<file path="src/rtl/queue_uart_pkg.sv">
// Shared constants for the queue-to-UART transmit path.
//   - Default baud divider and data width.
//   - FSM state encoding used by queue_uart_tx.
package queue_uart_pkg;

    localparam int CLKS_PER_BIT_DEF = 868;  // 115200 baud at 100 MHz
    localparam int DATA_W_DEF       = 8;

    localparam logic [2:0] ST_IDLE   = 3'd0;
    localparam logic [2:0] ST_FETCH  = 3'd1;
    localparam logic [2:0] ST_START  = 3'd2;
    localparam logic [2:0] ST_DATA   = 3'd3;
    localparam logic [2:0] ST_PARITY = 3'd4;
    localparam logic [2:0] ST_STOP   = 3'd5;

endpackage

</file>
<file path="src/rtl/uart_baud_tick.sv">
// Bit-time generator for the UART transmitter.
// Counts 0..CLKS_PER_BIT-1 and wraps; tick is high on the last count of
// each bit time. clr holds the counter at zero so a bit time starts cleanly.
// Ports:
//   clk   in   clock, rising edge
//   rst_n in   asynchronous active-low reset
//   clr   in   hold counter at zero
//   tick  out  1-cycle pulse on last clock of each bit time
//   cnt   out  current count within the bit time
module uart_baud_tick #(
    parameter int CLKS_PER_BIT = 868,
    parameter int CNT_W        = $clog2(CLKS_PER_BIT)
) (
    input  logic             clk,
    input  logic             rst_n,
    input  logic             clr,
    output logic             tick,
    output logic [CNT_W-1:0] cnt
);

    localparam logic [CNT_W-1:0] LAST_CNT = CNT_W'(CLKS_PER_BIT - 1);

    logic [CNT_W-1:0] cnt_r;

    // Bit-time counter: cleared on request, otherwise wraps at LAST_CNT.
    always_ff @(posedge clk or negedge rst_n) begin
        if (!rst_n) begin
            cnt_r <= '0;
        end else if (clr || (cnt_r == LAST_CNT)) begin
            cnt_r <= '0;
        end else begin
            cnt_r <= cnt_r + 1'b1;
        end
    end

    assign tick = (cnt_r == LAST_CNT) & ~clr;
    assign cnt  = cnt_r;

endmodule

</file>
<file path="src/rtl/queue_uart_tx.sv">
// Read side of the 16x8 byte queue: pops one byte at a time and sends it
// as a UART frame (start, data LSB first, [parity], stop).
// Optional feature macro: QUEUE_UART_TX_PARITY_EN adds an even-parity bit
// after the data bits (11-bit frame); without it frames are 8N1.
// Ports:
//   clk      in   clock, rising edge
//   rst_n    in   asynchronous active-low reset
//   tx_en    in   permit starting new frames
//   q_empty  in   queue empty flag
//   q_dout   in   queue read data, valid the cycle after q_rd_en
//   q_rd_en  out  pop strobe, one cycle per byte, only asserted in IDLE
//   tx       out  serial line, idle high (registered)
//   busy     out  high from FETCH through the end of STOP (registered)
//   tx_done  out  pulse on the last cycle of the stop bit (registered)
module queue_uart_tx
    import queue_uart_pkg::*;
#(
    parameter int CLKS_PER_BIT = CLKS_PER_BIT_DEF,
    parameter int DATA_W       = DATA_W_DEF
) (
    input  logic              clk,
    input  logic              rst_n,
    input  logic              tx_en,
    input  logic              q_empty,
    input  logic [DATA_W-1:0] q_dout,
    output logic              q_rd_en,
    output logic              tx,
    output logic              busy,
    output logic              tx_done
);

    localparam int CNT_W = $clog2(CLKS_PER_BIT);
    localparam int IDX_W = $clog2(DATA_W) + 1;
    localparam logic [IDX_W-1:0] LAST_IDX = IDX_W'(DATA_W - 1);
    // Count value one cycle before the end of a bit time.
    localparam logic [CNT_W-1:0] PRE_LAST_CNT = CNT_W'(CLKS_PER_BIT - 2);
`ifdef QUEUE_UART_TX_PARITY_EN
    localparam logic [2:0] ST_AFTER_DATA = ST_PARITY;
`else
    localparam logic [2:0] ST_AFTER_DATA = ST_STOP;
`endif

`ifdef QUEUE_UART_TX_PARITY_EN
    function automatic logic even_parity(input logic [DATA_W-1:0] d);
        return ^d;
    endfunction
`endif

    logic [2:0]        state_r, state_s;
    logic [DATA_W-1:0] shift_r, shift_s;
    logic [IDX_W-1:0]  bit_idx_r, bit_idx_s;
    logic              pop_s;
    logic              line_s;
    logic              tx_r, busy_r, tx_done_r;
    logic              baud_clr_s, baud_tick_s;
    logic [CNT_W-1:0]  baud_cnt_s;
`ifdef QUEUE_UART_TX_PARITY_EN
    logic              parity_r;
`endif

    // Bit timer runs only while a frame is on the line.
    assign baud_clr_s = (state_r == ST_IDLE) || (state_r == ST_FETCH);

    uart_baud_tick #(
        .CLKS_PER_BIT (CLKS_PER_BIT),
        .CNT_W        (CNT_W)
    ) u_baud (
        .clk   (clk),
        .rst_n (rst_n),
        .clr   (baud_clr_s),
        .tick  (baud_tick_s),
        .cnt   (baud_cnt_s)
    );

    // Next-state, shift register and bit counter logic.
    always_comb begin
        state_s   = state_r;
        shift_s   = shift_r;
        bit_idx_s = bit_idx_r;
        pop_s     = 1'b0;
        case (state_r)
            ST_IDLE: begin
                pop_s = tx_en & ~q_empty;
                if (pop_s) begin
                    state_s = ST_FETCH;
                end else begin
                    state_s = ST_IDLE;
                end
            end
            ST_FETCH: begin
                shift_s   = q_dout;
                bit_idx_s = '0;
                state_s   = ST_START;
            end
            ST_START: begin
                if (baud_tick_s) begin
                    state_s = ST_DATA;
                end else begin
                    state_s = ST_START;
                end
            end
            ST_DATA: begin
                if (baud_tick_s) begin
                    shift_s   = {1'b0, shift_r[DATA_W-1:1]};
                    bit_idx_s = bit_idx_r + 1'b1;
                    if (bit_idx_r == LAST_IDX) begin
                        state_s = ST_AFTER_DATA;
                    end else begin
                        state_s = ST_DATA;
                    end
                end else begin
                    state_s = ST_DATA;
                end
            end
`ifdef QUEUE_UART_TX_PARITY_EN
            ST_PARITY: begin
                if (baud_tick_s) begin
                    state_s = ST_STOP;
                end else begin
                    state_s = ST_PARITY;
                end
            end
`endif
            ST_STOP: begin
                if (baud_tick_s) begin
                    state_s = ST_IDLE;
                end else begin
                    state_s = ST_STOP;
                end
            end
            default: begin
                state_s = ST_IDLE;
            end
        endcase
    end

    // Line level for the upcoming cycle, so tx can be a plain register
    // and still fall the cycle right after FETCH.
    always_comb begin
        case (state_s)
            ST_START: line_s = 1'b0;
            ST_DATA:  line_s = shift_s[0];
`ifdef QUEUE_UART_TX_PARITY_EN
            ST_PARITY: line_s = parity_r;
`endif
            default:  line_s = 1'b1;
        endcase
    end

    // FSM state, datapath and registered outputs.
    always_ff @(posedge clk or negedge rst_n) begin
        if (!rst_n) begin
            state_r   <= ST_IDLE;
            shift_r   <= '0;
            bit_idx_r <= '0;
            tx_r      <= 1'b1;
            busy_r    <= 1'b0;
            tx_done_r <= 1'b0;
        end else begin
            state_r   <= state_s;
            shift_r   <= shift_s;
            bit_idx_r <= bit_idx_s;
            tx_r      <= line_s;
            busy_r    <= (state_s != ST_IDLE);
            // Next cycle is the final clock of the stop bit.
            tx_done_r <= (state_r == ST_STOP) && (baud_cnt_s == PRE_LAST_CNT);
        end
    end

`ifdef QUEUE_UART_TX_PARITY_EN
    // Parity of the byte captured in FETCH.
    always_ff @(posedge clk or negedge rst_n) begin
        if (!rst_n) begin
            parity_r <= 1'b0;
        end else if (state_r == ST_FETCH) begin
            parity_r <= even_parity(q_dout);
        end else begin
            parity_r <= parity_r;
        end
    end
`endif

    // Pop is gated by reset so the queue is never popped while held in reset.
    assign q_rd_en = pop_s & rst_n;
    assign tx      = tx_r;
    assign busy    = busy_r;
    assign tx_done = tx_done_r;

endmodule

</file>
<file path="config.mk">
export PLATFORM = sky130hd
export DESIGN_NAME = queue_uart_tx
export DESIGN_NICKNAME = d
export VERILOG_FILES = /design/src/rtl/queue_uart_pkg.sv /design/src/rtl/uart_baud_tick.sv /design/src/rtl/queue_uart_tx.sv
export SDC_FILE = /design/constraint.sdc
export NUM_CORES = 1
export LEC_CHECK = 0
export CORE_ASPECT_RATIO = 0.75
export CORE_MARGIN = 2
export CORE_UTILIZATION = 30
export CTS_BUF_LIST = sky130_fd_sc_hd__clkbuf_4
export CTS_CLUSTER_DIAMETER = 100
export DETAILED_ROUTE_END_ITERATION = 7
export PLACE_DENSITY = 0.53
export SLEW_MARGIN = 20
export SYNTH_ARGS = -nofsm -noshare
export SYNTH_HDL_FRONTEND = slang
export SYNTH_SLANG_ARGS = --single-unit
</file>
<file path="constraint.sdc">
create_clock -name clk -period 6.5 [get_ports clk]
set_input_delay 0.65 -clock clk [delete_from_list [all_inputs] [get_ports clk]]
set_output_delay 0.65 -clock clk [all_outputs]
set_load 0.05 [all_outputs]
</file>
# [After elaboration in Yosys (flattened, before gate mapping)]
# Index checks and enable logic that the tools add are counted.
[totals] regBits=28 word_cells=45
[op_classes] add_sub_neg=2 n_eq_ne=10 n_mux=13 n_bitwise=5 reduce_logical=7
[ops] operator="$eq 10x10->1 const B" count=2
[ops] operator="$pmux 8 s2" count=1
[ops] operator="$pmux 3 s5" count=1
[ops] operator="$eq 3x2->1 const B" count=4
[ops] operator="$add 10x1->10 const B" count=1
[ops] operator="$mux 10" count=1
[ops] operator="$mux 3" count=3
[ops] operator="$mux 8" count=1
[ops] operator="$pmux 4 s2" count=1
[ops] operator="$add 4x1->4 const B" count=1
[ops] operator="$eq 4x3->1 const B" count=1
[ops] operator="$mux 4" count=1
[ops] operator="$and 1x1->1" count=3
[ops] operator="$eq 3x1->1 const B" count=1
[ops] operator="$eq 3x3->1 const B" count=1
[ops] operator="$logic_not 3->1" count=1
[ops] operator="$mux 1" count=3
[ops] operator="$reduce_bool 3->1" count=1
[ops] operator="$logic_or 1x1->1" count=2
[ops] operator="$ne 2x2->1 const B" count=1
[ops] operator="$not 1->1" count=2
[ops] operator="$pmux 1 s2" count=1
[ops] operator="$reduce_and 2->1" count=1
[ops] operator="$reduce_bool 2->1" count=1
[ops] operator="$logic_and 1x1->1" count=1

# [Longest topological paths before layout]
[depth] depth_word=8 depth_mapped=6 mapped_depth_nobuf=5

# [Hierarchy]
# From an unflattened synthesis, not the netlist that was laid out.
[unflattened] cells_unflattened=131 area_unflattened_um2=1380.1
[by_module_without_submodules] mod="queue_uart_tx" instances=1 cells_per_inst=78 area_per_inst_um2=845.8 seq_area_each_um2=451.7
[by_module_without_submodules] mod="uart_baud_tick" instances=1 cells_per_inst=53 area_per_inst_um2=534.3 seq_area_each_um2=250.2

# [Worst setup path after synthesis]
# Ideal clock, no wire load.
[synth_path] path_kind="register to output" from="register state_r[1]" to="output port q_rd_en" arrival_time_ns=1.788 t_required_ns=5.850 setup_slack_ns=4.062 stages_incl_launch_ff=5 path_buffers=1 path_cell_list="dfrtp_1 > clkbuf_1 > nor2_1 > nand3_1 > nor3_1"
[synth_via] elab_chain_len=3
[synth_lines] element="from (decl)" line="queue_uart_tx.sv:49" source="logic [2:0] state_r, state_s;"
[synth_lines] element="from (signal assigned)" line="queue_uart_tx.sv:160" source="state_r <= state_s;"
[synth_lines] element="$logic_not 3->1" line="queue_uart_tx.sv:81" source="case (state_r)"
[synth_lines] element="$mux 1" line="queue_uart_tx.sv:81"
[synth_lines] element="$and 1x1->1" line="queue_uart_tx.sv:184" source="assign q_rd_en = pop_s & rst_n;"
[synth_lines] element="to (decl)" line="queue_uart_tx.sv:26" source="output logic q_rd_en,"
# Every way passes these cells.

# [Worst setup path after layout]
[layout_path] from="input port rst_n" to="output port q_rd_en"
[layout_via] elab_chain_len=1
[layout_lines] element="from (decl)" line="queue_uart_tx.sv:22" source="input logic rst_n,"
[layout_lines] element="$and 1x1->1" line="queue_uart_tx.sv:184"
# Every way passes these cells.

==> metrics.md <==
| Metric | Value |
|---|---|
| Status | `finished clean` |
| DIE AREA | `5280 sq um` |
| Final setup viols | `0` |
| Worst hold-check path type | `reg -> reg` |
| Sequential Power Share | `66.7%` |
| Area contributors post-synth | `dfrtp_1 (48%), mux2_2 (4.8%), a22o_1 (3.7%)` |
| Fin crit period | `3.20 ns` |
| Routed Wire Length | `2780 microns` |
| Post_cts resized | `0` |
| Max FO, Critical Path | `29` |
| Detailed placement HPWL | `2070 microns` |
| Max frequency | `0.312 GHz` |
| Nets@finish | `164` |
| CTS tree | `yes` |
| Root Buffer | `clkbuf_4` |
| Worst EP arrival | `2.55 ns` |
| Cells after Synth | `133` |
| Biggest area consumer among synthesized cells | `dfrtp_1` |
| Setup TNS | `0 ns` |
| Switching Share | `20.1%` |
| P_sw | `53.7 uW` |
| Async S/R FF share, synth | `100%` |
| Largest net degree at the start of global routing | `30` |
| DP Cell Count | `201` |
| Synth warn | `0` |
| Pwr/cell area | `163 nW/um^2` |
| Placement Rows | `21` |
| Hold Buf Count CTS | `0` |
| Final hold vios | `0` |
| Top-count cell post-synth | `dfrtp_1` |
| Seq/Total Area, Yosys | `49.7%` |
| Net count after synthesis | `148` |
| Cell Count, Final, Fillers Out | `205` |
| Crit share post-route | `49.3%` |
| Place WS | `3.27 ns` |
| GR Overflow Total | `0` |
| # port buffers | `15` |
| RSZ-0062 raised after global routing | `no` |
| Antenna violations before repair | `0` |
| 1st-pass router iterations | `4` |
| First-pass GRT wire length | `4710 microns` |
| DR iter-0 viols | `55` |
| Die W | `83.2 microns` |
| Clk_lat worst skew | `0.32 ns` |
| Mean area per synthesized cell | `10.6 sq um` |
| Max rail drop VDD | `78.0 uV` |
| CP required | `5.85 ns` |
| Clock sinks | `28` |
| Combinational share of power | `5.0%` |
| Pint | `213 uW` |
| H-tree depth | `1` |
| CTS Buf Count | `3` |
| Post-Syn Area | `1410 sq um` |
| Max-slew headroom | `46.6%` |
| Die Height | `63.4 microns` |
| Maximum buffer depth of the clock tree | `2` |
| Setup crit end kind | `primary output` |
| Fraction of layout cells with a size suffix above 1 | `11.5%` |
| Residual DRC count | `0` |
| WS Path Type | `in -> out` |
| Finished Cell Area | `1640 sq um` |
| Post-CTS Setup Bufs | `0` |
| GRT Total Usage | `11.1%` |
| Vias per cell | `5.01` |
| WL per Instance | `13.5 microns` |
| Worst hold slack | `0.515 ns` |
| Area after DPL | `1610 sq um` |
| Unique masters post-synth | `42` |
| Area of the core | `4490 sq um` |
| Dominant synthesized flop cell | `dfrtp_1` |
| Clock skew | `0.00779 ns` |
| Most common library cells after synthesis | `dfrtp_1 (27), nor2_1 (12), nand2_1 (7)` |
| Post-synth EDFFs | `0` |
| Max Slew Vio Count | `0` |
| Initial Utilization | `31.4%` |
| Final Worst Setup Slack | `3.30 ns` |
| P&R area growth vs syn | `15.9%` |
| Routed vias | `1027` |
| Synth top area share | `47.8%` |
| RePlAce Congestion | `0.780` |
| Post-DRT Antenna Nets | `0` |
| Leak | `0.679 nW` |
| Register bit total from synthesis | `28` |
| Crit start category | `input port` |
| Ports | `16` |
| Max-Cap Viols | `0` |
| Vias in the first global route | `1014` |
| ANT cells | `0` |
| Worst slew pin tran | `0.794 ns` |
| Clock slew at reported path FFs | `0.14 ns` |
| Proportion of power drawn by the clock network | `28.3%` |
## layout by cell type, fill, tap and decap left out, types with 2 or more instances in the layout
master           count
clkdlybuf4s50_1     15
nor2b_1              4
and3_1               2
clkbuf_4             4
nand3_1              6
a21oi_1              3
nor3_1               4
xnor2_1              2
or3_1                2
a211o_1              2
dfrtp_1             27
nor2_1              12
nand2_1              7
o21ai_0              5
a22o_1               6
mux2_2               6
ha_1                 3
inv_1                4
xor2_1               6
nand4_1              5
## per-layer routing
| metal | global-route usage [%] | wire [microns] | up-vias |
|---|---|---|---|
| li1 | - | - | 511 |
| met5 | 0 | 0 | - |
| met1 | 15.7 | 1490 | 492 |
| met2 | 16.5 | 1140 | 22 |
| met4 | 2.05 | 14 | 0 |
| met3 | 3.80 | 137 | 2 |
## area by class of cell
cell class                 count  area [sq um]
tap                           57          71.3
sequential                    28           702
fill                         442          2860
inverter                       4          15.0
timing repair buffer          16           158
multi-input combinational     96           662
clock buffer                   4          30.0
## final timing paths
| path | slack (ns) | from | endpoint | depth (start not counted) |
|---|---|---|---|---|
| worst max register to register | 4.24 | u_baud.cnt[4] | shift_r[3] | 4 |
| worst min register to register | 0.52 | bit_idx_r[0] | bit_idx_r[0] | 1 |
| worst max-delay path | 3.30 | rst_n | q_rd_en | 5 |
| worst min-delay path | 0.52 | bit_idx_r[0] | bit_idx_r[0] | 1 |
| max in group asynchronous | 5.49 | rst_n | tx | 2 |
| min in group asynchronous | 0.68 | rst_n | shift_r[3] | 2 |
## registers in the layout, summed over array words and instances (netlist names)
name / flops
state_r: 3
busy: 1
u_baud.cnt: 10
bit_idx_r: 4
tx_done: 1
shift_r: 8
tx: 1
## critical path, cell delays in order
cell             delay [ns]
clkdlybuf4s50_1        0.45
buf_4                  0.33
nand3_1                0.11
nor3_1                 0.16
clkdlybuf4s50_1        0.83
## stage by stage
stage                     total power, mW  utilization (%)
after global routing                0.282             36.5
after global placement              0.195             35.8
after floorplan                     0.183                -
final                               0.267             36.5
after CTS                           0.272             36.5
after detailed placement            0.195             35.8
## kinds of logic (layout without fill, tap and decap cells)
| kind of cell | count (synthesis) | in the layout | share of synthesized area (%) |
|---|---|---|---|
| and+or+nand+nor | 56 | 56 | 22.8 |
| DFF | 28 | 28 | 49.7 |
| AOI/OAI and AO/OA | 23 | 23 | 11.7 |
| buffers and inverters | 9 | 24 | 3.45 |
| xor gates and xnor gates | 8 | 8 | 4.96 |
| muxes | 6 | 6 | 4.78 |
| adders and majority gates | 3 | 3 | 2.66 |
## power by group through the flow
stage	sequential [mW]	clock, mW	combinational, mW
floorplan	0.181	0	0.00253
global placement	0.181	0	0.0134
detailed placement	0.181	0	0.0137
CTS	0.178	0.0804	0.0138
global route	0.178	0.0889	0.0150
finish	0.178	0.0755	0.0133
No activity file was read; power rests on OpenSTA's default activity.
